<file path="src/rtl/programmable_modulus_counter.sv">
// Programmable-modulus up/down counter with a saturating wrap-event counter.
// Define MODCNT_LOAD_EN to add the synchronous parallel-load port pair (load, load_val).
module programmable_modulus_counter #(
    parameter int WIDTH  = 4,
    parameter int WRAP_W = 8
) (
    input  logic              clk,
    input  logic              reset,
    input  logic              en,
    input  logic              up_dn,
    input  logic [WIDTH-1:0]  mod_val,
`ifdef MODCNT_LOAD_EN
    input  logic              load,
    input  logic [WIDTH-1:0]  load_val,
`endif
    output logic [WIDTH-1:0]  Q,
    output logic              tc,
    output logic [WRAP_W-1:0] wrap_cnt
);

    logic [WIDTH-1:0]  me_s;
    logic [WIDTH-1:0]  top_s;
    logic              wrap_evt_s;
    logic              tc_s;
    logic              load_s;
    logic [WIDTH-1:0]  load_val_s;
    logic [WIDTH-1:0]  q_d;
    logic [WIDTH-1:0]  q_q;
    logic [WRAP_W-1:0] wrap_d;
    logic [WRAP_W-1:0] wrap_q;

`ifdef MODCNT_LOAD_EN
    assign load_s     = load;
    assign load_val_s = load_val;
`else
    assign load_s     = 1'b0;
    assign load_val_s = {WIDTH{1'b0}};
`endif

    // Effective modulus: degenerate moduli (0, 1) behave as a modulus of 1.
    always_comb begin
        me_s = mod_val;
        if (mod_val < WIDTH'(2)) begin
            me_s = WIDTH'(1);
        end else begin
            me_s = mod_val;
        end
        top_s = me_s - WIDTH'(1);
    end

    // Wrap detection; an out-of-range Q counts as a wrap in either direction.
    always_comb begin
        wrap_evt_s = 1'b0;
        if (up_dn) begin
            wrap_evt_s = (q_q >= top_s);
        end else begin
            wrap_evt_s = (q_q == {WIDTH{1'b0}}) || (q_q > top_s);
        end
        tc_s = en & ~load_s & wrap_evt_s;
    end

    // Next count value: load, then enabled step, else hold.
    always_comb begin
        q_d = q_q;
        if (load_s) begin
            if (load_val_s > top_s) begin
                q_d = top_s;
            end else begin
                q_d = load_val_s;
            end
        end else if (en) begin
            if (up_dn) begin
                q_d = wrap_evt_s ? {WIDTH{1'b0}} : (q_q + WIDTH'(1));
            end else begin
                q_d = wrap_evt_s ? top_s : (q_q - WIDTH'(1));
            end
        end else begin
            q_d = q_q;
        end
    end

    // Saturating wrap-event counter.
    always_comb begin
        wrap_d = wrap_q;
        if (tc_s && (wrap_q != {WRAP_W{1'b1}})) begin
            wrap_d = wrap_q + WRAP_W'(1);
        end else begin
            wrap_d = wrap_q;
        end
    end

    // State registers with synchronous reset overriding load and enable.
    always_ff @(posedge clk) begin
        if (reset) begin
            q_q    <= {WIDTH{1'b0}};
            wrap_q <= {WRAP_W{1'b0}};
        end else begin
            q_q    <= q_d;
            wrap_q <= wrap_d;
        end
    end

    assign Q        = q_q;
    assign tc       = tc_s;
    assign wrap_cnt = wrap_q;

endmodule

</file>
<file path="config.mk">
export PLATFORM = sky130hd
export DESIGN_NAME = programmable_modulus_counter
export DESIGN_NICKNAME = d
export VERILOG_FILES = /design/src/rtl/programmable_modulus_counter.sv
export SDC_FILE = /design/constraint.sdc
export NUM_CORES = 1
export LEC_CHECK = 0
export CORE_UTILIZATION = 49
export DETAILED_ROUTE_END_ITERATION = 8
export HOLD_SLACK_MARGIN = 0.12
export PLACE_DENSITY = 0.78
export SYNTH_ARGS = -nofsm -noshare
export SYNTH_HDL_FRONTEND = slang
export SYNTH_SLANG_ARGS = --single-unit
</file>
<file path="constraint.sdc">
create_clock -name clk -period 2.6 [get_ports clk]
set_input_delay 0.39 -clock clk [delete_from_list [all_inputs] [get_ports clk]]
set_output_delay 0.39 -clock clk [all_outputs]
set_load 0.02 [all_outputs]
</file>
==> impl_results.rst, run 1 <==
.. list-table::
   :header-rows: 1

   * - Metric
     - Value
   * - Run status
     - complete, no violations
   * - Largest vdd supply drop
     - 0.325 mV
   * - Total track usage
     - 25.5%
   * - Terminus of the critical flop-to-flop path
     - wrap_cnt[7]
   * - Max-Slew Margin vs Limit
     - about 60%
   * - Required arrival time at the worst endpoint
     - 2.80 ns
   * - Largest fanout on the critical path
     - 5
   * - Average routed wire per standard cell
     - ~14 µm
   * - Max-cap violations
     - 0
   * - # rows
     - 15
   * - Ant diodes
     - 0
   * - Overflow left after global routing
     - 0
   * - Clock tree from TritonCTS
     - yes
   * - Cell variety after synth
     - 42
   * - Number of enable-type register cells in the synthesized netlist
     - 0
   * - Starting utilization of the core area
     - 53.6%
   * - Arrival time of the worst setup path
     - 2.70 ns
   * - Kind of start point of the critical path
     - input pin
   * - Buffers from clock root to sink, at most
     - 2
   * - Fmax
     - 0.399 GHz
   * - Fin. max-slew vios
     - 0
   * - Period minus WS final
     - 2.50 ns
   * - Core region area
     - 0.00178 mm²
   * - Final worst setup slack
     - 0.0952 ns
   * - Clock-pin slew on the worst setup and hold paths
     - around 0.080 ns
   * - Latest clock arrival within the worst-skew pair
     - 0.28 ns
   * - Drt total wl
     - 2.64 mm
   * - CTS Buf Count
     - 3
   * - Share of flip-flops with an asynchronous set or reset
     - 0%
   * - Slowest stage cell on the critical path
     - a221o_1
   * - Endpoint kind of the worst setup timing path
     - flip-flop
   * - Nets
     - 174
   * - Worst path max stage delay
     - 0.38 ns
   * - H-tree Lvls
     - 1
   * - Count of fill cells added during filler insertion
     - 125
   * - Sequential-to-total area share from yosys stat
     - about a quarter
   * - Overall power after layout
     - 0.000726 W
   * - Post-Synthesis Net Count
     - 128
   * - Antenna violation net count after detailed routing
     - 0
   * - Via count of the first global-routing pass
     - 973
   * - Register-to-register setup slack
     - 0.35 ns
   * - Per-instance average area after synthesis
     - 8.46 µm²
   * - DIE HEIGHT
     - 46.2 µm
   * - Total half-perimeter wirelength after legalization and detailed placement
     - 1.83 mm
   * - Share of the core filled with cells
     - between 70% and 80%
   * - Pin count of the biggest net entering global routing
     - 17
   * - Full die area
     - 0.00213 mm²
   * - Number of hold buffers added after cts
     - 0
   * - Area delta synth->final
     - 48.0%
   * - Count of placed standard cells including taps
     - 176
   * - Netlist area before placement
     - roughly 960 µm²
   * - Leak Pwr
     - ~0.58 nW
   * - Worst Setup Slack post-DPL
     - -0.655 ns
   * - Worst min path class
     - reg2reg
   * - Clock Skews
     - 0.00118 ns
   * - Share of final-layout standard cells stronger than drive strength 1
     - around a third
   * - Hold_sp
     - wrap_cnt[7]
   * - Via total after detailed routing
     - between 1k and 1.5k
   * - Type of the worst setup path
     - in2reg
   * - Reg-to-Reg Start
     - Q[3]
   * - Total iterations of the first detailed-routing run
     - 4
   * - First-pass GRT wire length
     - ~3.9 mm
   * - Placer Congestion
     - 0.801
   * - Chain of cells forming the critical path
     - dlygate4sd2_1 > nor3_4 > nor3_2 > a21oi_2 > ha_1 > and3_4 > nand2_1 > o22ai_2 > buf_6 > or2_4 > a221o_1 > a211oi_2
   * - CTS sink count
     - 12
   * - CP bufs+invs
     - 2
   * - Power per standard cell area
     - 513 mW/mm²
   * - Hold Violations, Final
     - 0
   * - Yosys reg bits
     - 12
   * - Count of buffers from port buffering
     - 20
   * - Part of the cycle the worst path needs
     - 96.3%
   * - Non-filler instance count after layout
     - 183
   * - Total number of yosys warnings
     - 0
   * - Clock Tree Root
     - clkbuf_4
   * - Synth Flop Type
     - dfxtp_1
   * - Remaining DRCs
     - 0
   * - DRC violation total after the first TritonRoute iteration
     - 23
   * - Worst-Margin Slew
     - between 0.6 and 0.7 ns
   * - Initial antenna violation count
     - 0
   * - Floorplan die width
     - 46.2 µm
   * - Largest delay share family, worst path
     - compound AO/OA/AOI/OAI gates
   * - Hold Path Cell Cnt
     - 2
   * - Post-detailed-route via-to-cell ratio
     - roughly 5.6
   * - Gate count of the mapped netlist
     - 113
   * - Boundary Pins
     - 21
   * - Cell count of the worst reg-to-reg path
     - 8
   * - Setup-failing EPs final
     - 0
   * - Final sum of negative setup slack
     - 0 ns
   * - Worst Hold Path EP
     - wrap_cnt[7]
-- through the flow --
step,hold WS (ns),cell area [µm²]
4_1_cts,0.503,1380
2_1_floorplan,0.559,956
3_5_place_dp,0.491,1330
5_1_grt,0.531,1420
3_3_place_gp,0.483,1330
6_report,0.510,1420
-- tightest hold or removal path: stages (launching register included) --
cell,delay (ns)
dfxtp_1,0.33
o31ai_1,0.08
a21oi_2,0.05
-- synthesized netlist by cell type, types with 2 or more instances --
cell type / instances / area, µm²
dfxtp_1: 12 / 240
nor2_1: 10 / 37.5
nand2_1: 9 / 33.8
ha_1: 7 / 87.6
nor3_1: 7 / 35.0
a21oi_1: 6 / 30.0
a31oi_1: 4 / 25.0
inv_1: 4 / 15.0
nor2b_1: 4 / 25.0
or3_1: 4 / 25.0
and3_1: 3 / 18.8
mux2_1: 3 / 33.8
nand2b_1: 3 / 18.8
a21o_1: 2 / 15.0
buf_2: 2 / 10.0
clkbuf_1: 2 / 7.51
mux2i_1: 2 / 20.0
nand3_1: 2 / 10.0
nand4_1: 2 / 12.5
o2111ai_1: 2 / 17.5
o21ai_0: 2 / 10.0
-- metal layers --
layer  share of wire [%]  GRT usage [%]  vias up  wire length [µm]
met3                 5.8           7.84        4               152
met2                  50           43.1       34              1310
met1                  44           30.3      470              1160
met5                   0              0        -                 0
li1                    -              -      510                 -
met4                0.68           8.82        0                18
-- area by class of cell --
cell class              instances  area, µm²  area share, %
well taps                      25       31.3           2.21
clock buffers                   4       36.3           2.56
repair buffers                 46        378           26.7
multi-input cells              92        714           50.5
inverters                       4       15.0           1.06
flip-flops and latches         12        240           17.0
-- cell usage in the layout, fill, tap and decap left out, types with 4 or more instances in the layout --
cell,n
buf_4,25
nor2_1,10
or3_1,4
nand2_1,9
inv_1,4
nor3_1,5
ha_1,7
clkdlybuf4s50_1,15
a31oi_1,4
nor2b_1,4
dfxtp_1,12
-- how the worst max path moves through the flow --
stage          endpoint  cells past startpoint       start  slack, ns
4_1_cts            Q[1]                     11  mod_val[2]       0.01
3_5_place_dp         tc                     10  mod_val[1]      -0.65
3_3_place_gp         tc                     10  mod_val[1]      -0.56
6_report           Q[1]                     12  mod_val[3]        0.1
5_1_grt              tc                     11  mod_val[3]      -0.03
2_1_floorplan      Q[1]                     11  mod_val[3]       0.16
-- repair_timing --
action                     CTS  global route
pin swaps                    2             4
resized for setup           12            13
setup buffers                1             2
setup endpoints to repair   13            10
hold endpoints to repair     0             0
-- flip-flops by register name (all words and copies together), names as in the netlist --
| name | flops |
|---|---|
| wrap_cnt | 8 |
| Q | 4 |
-- power by group --
group	switching, W	leakage, nW	internal, W	total [W]
combinational	0.000171	0.465	0.000187	0.000358
sequential	0.0000209	0.0977	0.000197	0.000218
clock	0.0000642	0.0210	0.0000852	0.000149
total	0.000256	0.584	0.000470	0.000726
-- logic make-up after synthesis --
| group | Yosys count | synth area share, % |
|---|---|---|
| AND/OR/NAND/NOR | 50 | 28.5 |
| AO/OA/AOI/OAI | 28 | 24.9 |
| adder cells (fa/ha/maj) | 7 | 9.16 |
| buffers and inverters | 9 | 4.58 |
| multiplexers | 6 | 6.81 |
| flip-flops | 12 | 25.1 |
| XOR/XNOR | 1 | 0.916 |
(Power assumes the default switching activity.)
==> run 2: changes to the inputs <==
--- a/config.mk
+++ b/config.mk
@@ -5,10 +5,11 @@
 export SDC_FILE = /design/constraint.sdc
 export NUM_CORES = 1
 export LEC_CHECK = 0
-export CORE_UTILIZATION = 49
+export ABC_AREA = 1
+export CORE_UTILIZATION = 50
 export DETAILED_ROUTE_END_ITERATION = 8
 export HOLD_SLACK_MARGIN = 0.12
-export PLACE_DENSITY = 0.78
+export PLACE_DENSITY_LB_ADDON = 0.1
 export SYNTH_ARGS = -nofsm -noshare
 export SYNTH_HDL_FRONTEND = slang
 export SYNTH_SLANG_ARGS = --single-unit
==> run 2 against run 1 <==
Effect of this change: utilization up 4.5 points; worst hold slack better by 0.018 ns; the flow now finishes with violations (negative setup slack); combinational power down 5.9%; largest power group unchanged; worst setup slack worse by 0.11 ns; critical endpoint is now Q[2]; clock-buffer cell count down 1; fmax down 4.1%; first-iteration DRC count up 100%; sequential power down 6%; routed wire length up 33%.
==> impl_results.rst, run 2 <==
.. list-table::
   :header-rows: 1

   * - Metric
     - Value
   * - Boundary Pins
     - 21 (unchanged)
   * - Area delta synth->final
     - 51.6%
   * - Most common cell after layout, fill and taps aside
     - buf_4
   * - Fraction of the mapped netlist area in simple logic gates
     - 37.9% (+9.4 points)
   * - Area share of fa/ha/maj cells after synthesis
     - 8.79% (-0.37 points)
   * - Fmax
     - 0.383 GHz (-4.1%)
   * - CTS sink count
     - 12 (unchanged)
   * - Library cell with the largest summed area after synthesis
     - dfxtp_1
   * - Largest fanout on the critical path
     - 2 (-3)
   * - Sequential-to-total area share from yosys stat
     - 24.1% (-1.0 points)
   * - Total number of yosys warnings
     - 0 (unchanged)
   * - Remaining DRCs
     - 0 (unchanged)
   * - Clock-pin slew on the worst setup and hold paths
     - 0.07 ns (about the same)
   * - Required arrival time at the worst endpoint
     - 2.82 ns (+0.02 ns)
   * - Type of the worst setup path
     - in2reg
   * - WP depth
     - 19 (+7)
   * - Synthesized-area fraction occupied by ao, oa, aoi and oai cells
     - 12.4% (-12 points)
   * - Kind of start point of the critical path
     - input pin
   * - CP bufs+invs
     - 14 (+12)
   * - Cell count of the worst reg-to-reg path
     - 11 (+3)
   * - Library cell appearing most often on the critical path
     - buf_4
   * - Latest clock arrival within the worst-skew pair
     - 0.29 ns (about the same)
   * - Leak Pwr
     - 0.689 nW (+18%)
   * - Max-cap violations
     - 0 (unchanged)
   * - H-tree Lvls
     - 1 (unchanged)
   * - Gate count of the mapped netlist
     - 139 (+23%)
   * - Hold Violations, Final
     - 0 (unchanged)
   * - Cell variety after synth
     - 27 (-36%)
   * - Count of placed standard cells including taps
     - 199 (+13%)
   * - Top-count cell post-synth
     - nand2_1
   * - Total track usage
     - 29.8% (+4.3 points)
   * - Full die area
     - 0.00217 mm² (+2.0%)
   * - Initial antenna violation count
     - 0 (unchanged)
   * - Flip-flop count of the largest register, all copies and words added
     - 8 (unchanged)
   * - First-pass GRT wire length
     - 4.52 mm (+15%)
   * - Slowest stage cell on the critical path
     - or2_4
   * - Power per standard cell area
     - 440 mW/mm² (-14%)
   * - Non-filler instance count after layout
     - 216 (+18%)
   * - Worst path max stage delay
     - 0.26 ns (-0.12 ns)
   * - Placer Congestion
     - 0.889 (+11%)
   * - Largest family of logic cells by synthesized area
     - simple AND/OR/NAND/NOR gates
   * - DRC violation total after the first TritonRoute iteration
     - 46 (+100%)
   * - Drt total wl
     - 3.51 mm (+33%)
   * - Arrival time of the worst setup path
     - 2.83 ns (+0.13 ns)
   * - Post-detailed-route via-to-cell ratio
     - 5.61 (+0.78%)
   * - Largest delay share family, worst path
     - buffers and inverters
   * - Final worst setup slack
     - -0.0129 ns (-0.108 ns)
   * - Top cells by area in the synthesized netlist
     - dfxtp_1 24%, ha_1 8.8%, nand2_1 7.9%, nand3_1 7.5%, inv_1 6.8%
   * - Post-Synthesis Net Count
     - 154 (+20%)
   * - Share of final-layout standard cells stronger than drive strength 1
     - 33.5% (-0.67 points)
   * - Hold_sp
     - wrap_cnt[2]
   * - Starting utilization of the core area
     - 55.3% (+1.7 points)
   * - Area share of the largest cell type after synthesis
     - 24.1% (-1.0 points)
   * - Worst-Margin Slew
     - 0.423 ns (-0.177 ns)
   * - Chain of cells forming the critical path
     - buf_4 > buf_4 > or2_4 > xnor2_2 > inv_2 > buf_4 > buf_4 > buf_4 > buf_4 > buf_4 > buf_4 > buf_4 > buf_4 > buf_4 > buf_4 > buf_4 > nand2_1 > nand3_1 > a21oi_1
   * - Part of the cycle the worst path needs
     - 100% (+4.2 points)
   * - Hold Path Cell Cnt
     - 2 (unchanged)
   * - Via count of the first global-routing pass
     - 1021 (+4.9%)
   * - Nets
     - 208 (+20%)
   * - Run status
     - finished with violations
   * - Most frequent cells in the layout
     - 33 x buf_4, 20 x nand2_1, 15 x inv_1, 15 x nand3_1, 15 x clkdlybuf4s50_1
   * - Core region area
     - 0.00180 mm² (+1.1%)
   * - Netlist area before placement
     - 996 µm² (+4.2%)
   * - Max-Slew Margin vs Limit
     - 71.7% (+12 points)
   * - Overflow left after global routing
     - 0 (unchanged)
   * - Fin. max-slew vios
     - 0 (unchanged)
   * - Reg-to-Reg Start
     - Q[3]
   * - Post-synthesis mux area share
     - 0% (-6.8 points)
   * - Number of hold buffers added after cts
     - 0 (unchanged)
   * - Period minus WS final
     - 2.61 ns (+0.108 ns)
   * - Floorplan die width
     - 46.6 µm (+1.0%)
   * - Ant diodes
     - 0 (unchanged)
   * - XOR/XNOR share of the synthesized area
     - 7.91% (+7.0 points)
   * - Overall power after layout
     - 0.000665 W (-8.4%)
   * - Count of buffers from port buffering
     - 20 (unchanged)
   * - CTS Buf Count
     - 3 (unchanged)
   * - Setup-failing EPs final
     - 2 (+2)
   * - Total iterations of the first detailed-routing run
     - 5 (+1)
   * - Total half-perimeter wirelength after legalization and detailed placement
     - 1.99 mm (+8.5%)
   * - Worst setup path startpoint
     - mod_val[1]
   * - Synth Flop Type
     - dfxtp_1
   * - Yosys reg bits
     - 12 (unchanged)
   * - Average routed wire per standard cell
     - 16.2 µm (+12%)
   * - Clock Skews
     - 0.00162 ns (+0.000439 ns)
   * - Buffers from clock root to sink, at most
     - 2 (unchanged)
   * - Worst min path class
     - reg2reg
   * - Per-instance average area after synthesis
     - 7.17 µm² (-15%)
   * - Worst Setup Slack post-DPL
     - -0.809 ns (-0.154 ns)
   * - # rows
     - 15 (unchanged)
   * - DIE HEIGHT
     - 46.6 µm (+1.0%)
   * - Clock tree from TritonCTS
     - yes
   * - Endpoint kind of the worst setup timing path
     - flip-flop
   * - Via total after detailed routing
     - 1211 (+19%)
   * - Ranking of synthesized cells by instance count
     - 21 x nand2_1, 18 x inv_1, 15 x nand3_1
   * - Antenna violation net count after detailed routing
     - 0 (unchanged)
   * - Clock Tree Root
     - clkbuf_4
   * - Largest vdd supply drop
     - 0.451 mV (+39%)
   * - Number of enable-type register cells in the synthesized netlist
     - 0 (unchanged)
   * - Violated checks
     - negative setup slack
   * - Pin count of the biggest net entering global routing
     - 11 (-6)
   * - Share of flip-flops with an asynchronous set or reset
     - 0% (unchanged)
[run 2: cell types whose count changed in the layout (fill, tap and decap cells not counted), moves of 5 or more]
cell,delta
buf_4,+8
inv_1,+11
nand3_1,+13
nand2_1,+11
a21oi_1,+9
nand2_4,+5
xor2_1,+7
[run 2: cell families (layout without fill, tap and decap cells)]
kind of cell / count (synthesis) / count (layout)
DFF: 12 / 12
adders and majority gates: 7 / 7
xor gates and xnor gates: 9 / 9
AOI/OAI and AO/OA: 23 / 23
and+or+nand+nor: 67 / 67
buffers and inverters: 21 / 73
[run 2: stage by stage]
step           hold slack [ns]  utilization [%]  setup TNS (ns)  area, µm²
2_1_floorplan            0.568                -               0        996
3_3_place_gp             0.492             74.6           -3.19       1340
3_5_place_dp             0.512             74.6           -4.12       1340
4_1_cts                  0.527             81.0               0       1460
5_1_grt                  0.559             83.8          -0.243       1510
6_report                 0.528             83.8         -0.0192       1510
[run 2: power breakdown]
group	switching (W)	internal, W
Combinational	0.000182	0.000155
Clock	0.0000671	0.0000540
Sequential	0.0000130	0.000193
[run 2: layout make-up]
cell class | count | area (µm²)
multi-input cells | 106 | 721
repair buffers | 51 | 419
fillers | 109 | 292
flip-flops and latches | 12 | 240
inverters | 19 | 76.3
well taps | 25 | 31.3
clock buffers | 3 | 22.5
[run 2: tightest hold or removal path, stage by stage, from the launching register on]
cell     delay (ns)
dfxtp_1        0.35
nand2_1        0.08
a21oi_1        0.05
[run 2: layer usage]
metal  GRT usage, %  share of wire, %  up-vias
met1           35.6                39      579
met3           6.67               5.8       17
met5              0                 0        -
met4           9.71               3.5        0
li1               -                 -      558
met2           51.9                52       57
[run 2: worst paths after layout]
check                           slack [ns]           to
worst max-delay path                 -0.01         Q[2]
worst min-delay path                  0.53  wrap_cnt[2]
worst max register to register        0.53  wrap_cnt[6]
worst min register to register        0.53  wrap_cnt[2]
[run 2: repair_timing]
item	in CTS	in global routing
resized for setup	26	11
setup buffers	14	0
setup endpoints to repair	7	3
pin swaps	11	9
==> edit 1, RTL diff (settings of run 2) <==
Reset style: asynchronous (`reset`), changed in one clocked block. Comments in the files are not updated.
--- a/src/rtl/programmable_modulus_counter.sv
+++ b/src/rtl/programmable_modulus_counter.sv
@@ -90,7 +90,7 @@
     end
 
     // State registers with synchronous reset overriding load and enable.
-    always_ff @(posedge clk) begin
+    always_ff @(posedge clk or posedge reset) begin
         if (reset) begin
             q_q    <= {WIDTH{1'b0}};
             wrap_q <= {WRAP_W{1'b0}};
Check against the original RTL: differs if reset is asserted again (counterexample within 4 cycles, from zero or initial values and one cycle with reset high); with reset held inactive, the same outputs for 10 cycles.
==> edit 1 against run 2 <==
The flow still finishes with violations (negative setup slack); setup slack got worse by 0.024 ns; count of clock-buffer cells in the layout did not move; final area rose by 7.2%; largest cell class unchanged; synthesized cell count fell by 3.6%; register-to-register slack improved by 0.10 ns; worst hold slack got worse by 0.089 ns; clock skew fell by 0.0012 ns; sequential cell count did not move; synthesized area rose by 4.3%; routed wire length fell by 11%; via count fell by 6.4%.
Power is not compared: it rests on default switching activity, and its combinational part moved more than twofold at a synthesized area within 25%.
==> edit 1: results (changes against run 2) <==
stage	metric	value	unit	change
synthesis	list of most frequent post-synthesis cells	29 x nand2_1, 19 x inv_1, 12 x dfrtp_1		
worst_setup_path	Critical-path top delay cell	dlygate4sd2_1		
outcome	failing checks	negative setup slack		
pwr	Static Leak	0.8010	nW	
finish	share of layout cells above drive strength 1	0.4112		+0.07609
detailed_routing	routed len/inst	13.99	um	-14%
finish	Ant. Diodes	0		unchanged
worst_setup_path	Worst Path Max Fanout	2		unchanged
worst_setup_path	worst r2r src	Q[3]		
finish	final net count	214		+2.9%
placed_design	HPWL after detailed placement	1.914	mm	-3.8%
worst_setup_path	Crit. Startpoint	mod_val[3]		
synthesis	synth top area cells	dfrtp_1 29%, nand2_1 10%, ha_1 8.4%		
synthesis	Mapped Avg Cell Area	7.750	um^2	+8.2%
pwr	clock share of power	0.068		
placed_design	Placement Setup Slack	-0.6949	ns	+0.1137 ns
clock_tree	Clock transition at path regs	0.07	ns	about the same
global_route	largest net degree at the start of global routing	16		+5
sta	Worst-Margin Slew	0.4472	ns	+0.02376 ns
clock_tree	CTS Buf Count	3		unchanged
synthesis	Net Count, Synth	149		-3.2%
global_route	total global-route track usage	0.2651		-0.03296
placed_design	GP Congestion	0.9076		+2.1%
detailed_routing	Routed WL	3.134	mm	-11%
clock_tree	worst skew pair latency	0.26	ns	-0.03 ns
pwr	P_comb	1.13	mW	
outcome	status	complete, but fails checks		
placed_design	placed cell count	198		-0.50%
worst_setup_path	Critical Path Max Stage Delay	0.24	ns	-0.02 ns
detailed_routing	first drt pass iteration count	4		-1
pwr	Internal Power	818.8	uW	
synthesis	synth unique cells	25		-7.4%
global_route	initial antenna violation count	0		unchanged
global_route	first-pass GRT wire length	4.215	mm	-6.7%
min_path	Hold WC Path Type	in2async		
sta	Worst Setup Slack, final	-0.03698	ns	-0.02413 ns
synthesis	top_reg_cell synth	dfrtp_1		
detailed_routing	initial DRC count	22		-52%
sta	Clock Skews	0.0003737	ns	-0.001245 ns
synthesis	ys async rst share	1.000		+1.000
sta	Final setup viols	1		-1
synthesis	Seq/Total Area, Yosys	0.2892		+0.04795
detailed_routing	number of vias in the routed layout	1134		-6.4%
-- edit 1: area by class of cell --
class | count | area, um^2
inverters | 22 | 82.58
fillers | 130 | 342.8
repair buffers | 61 | 504.2
clock buffers | 3 | 22.52
multi-input cells | 99 | 675.6
well taps | 27 | 33.78
flip-flops and latches | 12 | 300.3
-- edit 1: stage by stage --
stage | instance area [um^2] | total power [mW] | utilization | TNS (ns)
after floorplan | 1039 | 0.9572 | - | 0
after global placement | 1396 | 1.292 | 0.7117 | -1.781
after detailed placement | 1396 | 1.328 | 0.7117 | -2.930
after CTS | 1587 | 1.497 | 0.8087 | 0
after global routing | 1619 | 1.681 | 0.8253 | -0.1880
final | 1619 | 1.565 | 0.8253 | -0.03698
-- edit 1: final timing paths --
path / endpoint / slack (ns) / cells after the start
setup / recovery: Q[2] / -0.04 / 23
min in group clk: wrap_cnt[0] / 0.54 / 1
setup reg to reg: wrap_cnt[4] / 0.63 / 11
hold reg to reg: wrap_cnt[0] / 0.54 / 1
max in group asynchronous: wrap_cnt[5] / 1.85 / 2
hold / removal: wrap_cnt[1] / 0.44 / 2
-- edit 1: kinds of logic after synthesis --
logic type,share of synthesized area
xor gates and xnor gates,0.06746
DFF,0.2892
adders and majority gates,0.08433
buffers and inverters,0.09036
AOI/OAI and AO/OA,0.1277
and+or+nand+nor,0.3410
-- edit 1: per-layer routing --
layer	share of wire	wire length (um)	up-vias	GRT usage
met5	0	0	-	0
met4	0.037	117	0	0.1222
met3	0.038	120	16	0.01509
met2	0.51	1605	43	0.5205
met1	0.41	1291	513	0.2867
li1	-	-	562	-
-- edit 1: timing repair --
| item | CTS | global route |
|---|---|---|
| setup buffers | 23 | 0 |
| hold buffers | 0 | 0 |
| endpoints found under the setup margin | 2 | 3 |
| pin swaps | 12 | 14 |
| gates resized for setup | 17 | 10 |
==> edit 2, RTL diff (flow settings as in run 2) <==
Made on the original files. Change the parameter `WRAP_W` from 8 to 12.
--- a/src/rtl/programmable_modulus_counter.sv
+++ b/src/rtl/programmable_modulus_counter.sv
@@ -2,7 +2,7 @@
 // Define MODCNT_LOAD_EN to add the synchronous parallel-load port pair (load, load_val).
 module programmable_modulus_counter #(
     parameter int WIDTH  = 4,
-    parameter int WRAP_W = 8
+    parameter int WRAP_W = 12
 ) (
     input  logic              clk,
     input  logic              reset,
Interface: changed (resized wrap_cnt); port bits go from 21 to 25. No check against the original RTL was run, so the function may have changed too.
==> edit 2 against run 2 <==
Total power up 16%; count of clock-buffer cells in the layout is 1 higher; synthesized area rose by 21%; sequential cell count grew 4; final area grew 24%; synthesized cell count grew 25%; via count up 18%; setup slack improved by 0.049 ns; routed wire length rose by 11%; critical path type is now in2out; largest power group unchanged.
==> edit 2: results (changes against run 2) <==
stage	metric	value	unit	change
detailed_routing	routed len/inst	14.65	um	-9.7%
min_path	Hold Crit Start	wrap_cnt[8]		
synthesis	list of most frequent post-synthesis cells	35 x nand2_1, 20 x nand3_1, 19 x a21oi_1		
worst_setup_path	R2R Setup Slk	0.44	ns	-0.09 ns
detailed_routing	first drt pass iteration count	4		-1
finish	comb_multi_in	136		+28%
finish	share of layout cells above drive strength 1	0.3235		-0.01155
placed_design	Placement Setup Slack	-0.8249	ns	-0.01633 ns
clock_tree	PostCTS Resize Cnt	30		+15%
finish	Largest register FFs	12		+4
worst_setup_path	Critical Path End	tc		
global_route	total global-route track usage	0.3082		+0.01016
global_route	vias in the first global route	1349		+32%
synthesis	Net Count, Synth	189		+23%
pwr	Peak VDD IR	0.3648	mV	-19%
sta	Clock Skews	0.002278	ns	+0.0006589 ns
placed_design	IO Port Bufs	24		+20%
finish	nonclk buf count	65		+27%
global_route	largest net degree at the start of global routing	16		+5
pwr	Static Leak	0.8185	nW	+19%
pwr	Internal Power	501.7	uW	+25%
worst_setup_path	Crit. Startpoint	mod_val[2]		
synthesis	synth unique cells	29		+7.4%
global_route	first-pass GRT wire length	5.851	mm	+29%
worst_setup_path	worst path arrival time	2.17	ns	-0.66 ns
synthesis	Compound-Gate Fraction of Synth Area	0.1162		-0.008189
placed_design	GP Congestion	0.8831		-0.66%
finish	num sequential	16		+4
synthesis	synth top area cells	dfxtp_1 27%, nand2_1 11%, nand3_1 8.3%		
finish	clk tree area frac	0.01940		+0.004485
global_route	met2 Use GR	0.5066		-0.01287
detailed_routing	initial DRC count	42		-8.7%
finish	Inverters	17		-2
finish	Seq/total area	0.1712		+0.01217
pwr	sequential group share of total power	0.349		+0.038
min_path	hold path endpoint	wrap_cnt[8]		
synthesis	Post-Synth Adder-Cell Area	0.07261		-0.01533
finish	multi-input logic portion of the cell area	0.4669		-0.01032
finish	Finished Layout Cells	266		+23%
worst_setup_path	critical path endpoint category	output pin		
outcome	status	completed		
pwr	Power, Total	773.6	uW	+16%
global_route	met3 usage	0.08333		+0.01667
clock_tree	Clock transition at path regs	0.09	ns	+0.02 ns
worst_setup_path	Worst R2R End	wrap_cnt[10]		
worst_setup_path	worst r2r src	Q[0]		
worst_setup_path	cells on worst reg2reg path	11		unchanged
synthesis	mux share of post-synthesis cell area	0		unchanged
finish	Clock Buffer Count	4		+1
finish	final net count	254		+22%
placed_design	Placement Cell Area	0.001570	mm^2	+17%
synthesis	post-synthesis xor/xnor area fraction	0.1017		+0.02251
global_route	met1 Use GR	0.3653		+0.009466
detailed_routing	met1 WL	1.733	mm	+28%
placed_design	HPWL after detailed placement	2.209	mm	+11%
synthesis	Mapped Cells	174		+25%
## edit 2: cell count changes after synthesis, sizes merged, moves of 2 or more
cell,before,now
a21oi,14,19
buf,1,3
dfxtp,12,16
inv,19,17
nand2,30,42
nand3,18,23
nor2,11,13
xnor2,2,7
## edit 2: critical path, stage by stage
cell	delay, ns
buf_6	0.10
nor2_4	0.11
nand2_2	0.08
buf_4	0.14
buf_4	0.12
buf_4	0.12
buf_4	0.12
buf_4	0.12
buf_4	0.12
buf_4	0.13
nand3_4	0.07
nand2_1	0.08
nand2_1	0.09
nand2_2	0.08
nand2_4	0.08
nand2_2	0.06
inv_2	0.07
buf_6	0.11
## edit 2: metrics by stage
step | hold slack [ns] | setup TNS (ns)
2_1_floorplan | 0.4591 | 0
3_3_place_gp | 0.4714 | -5.381
3_5_place_dp | 0.4874 | -7.148
4_1_cts | 0.5007 | 0
5_1_grt | 0.5550 | -0.07132
6_report | 0.5296 | 0
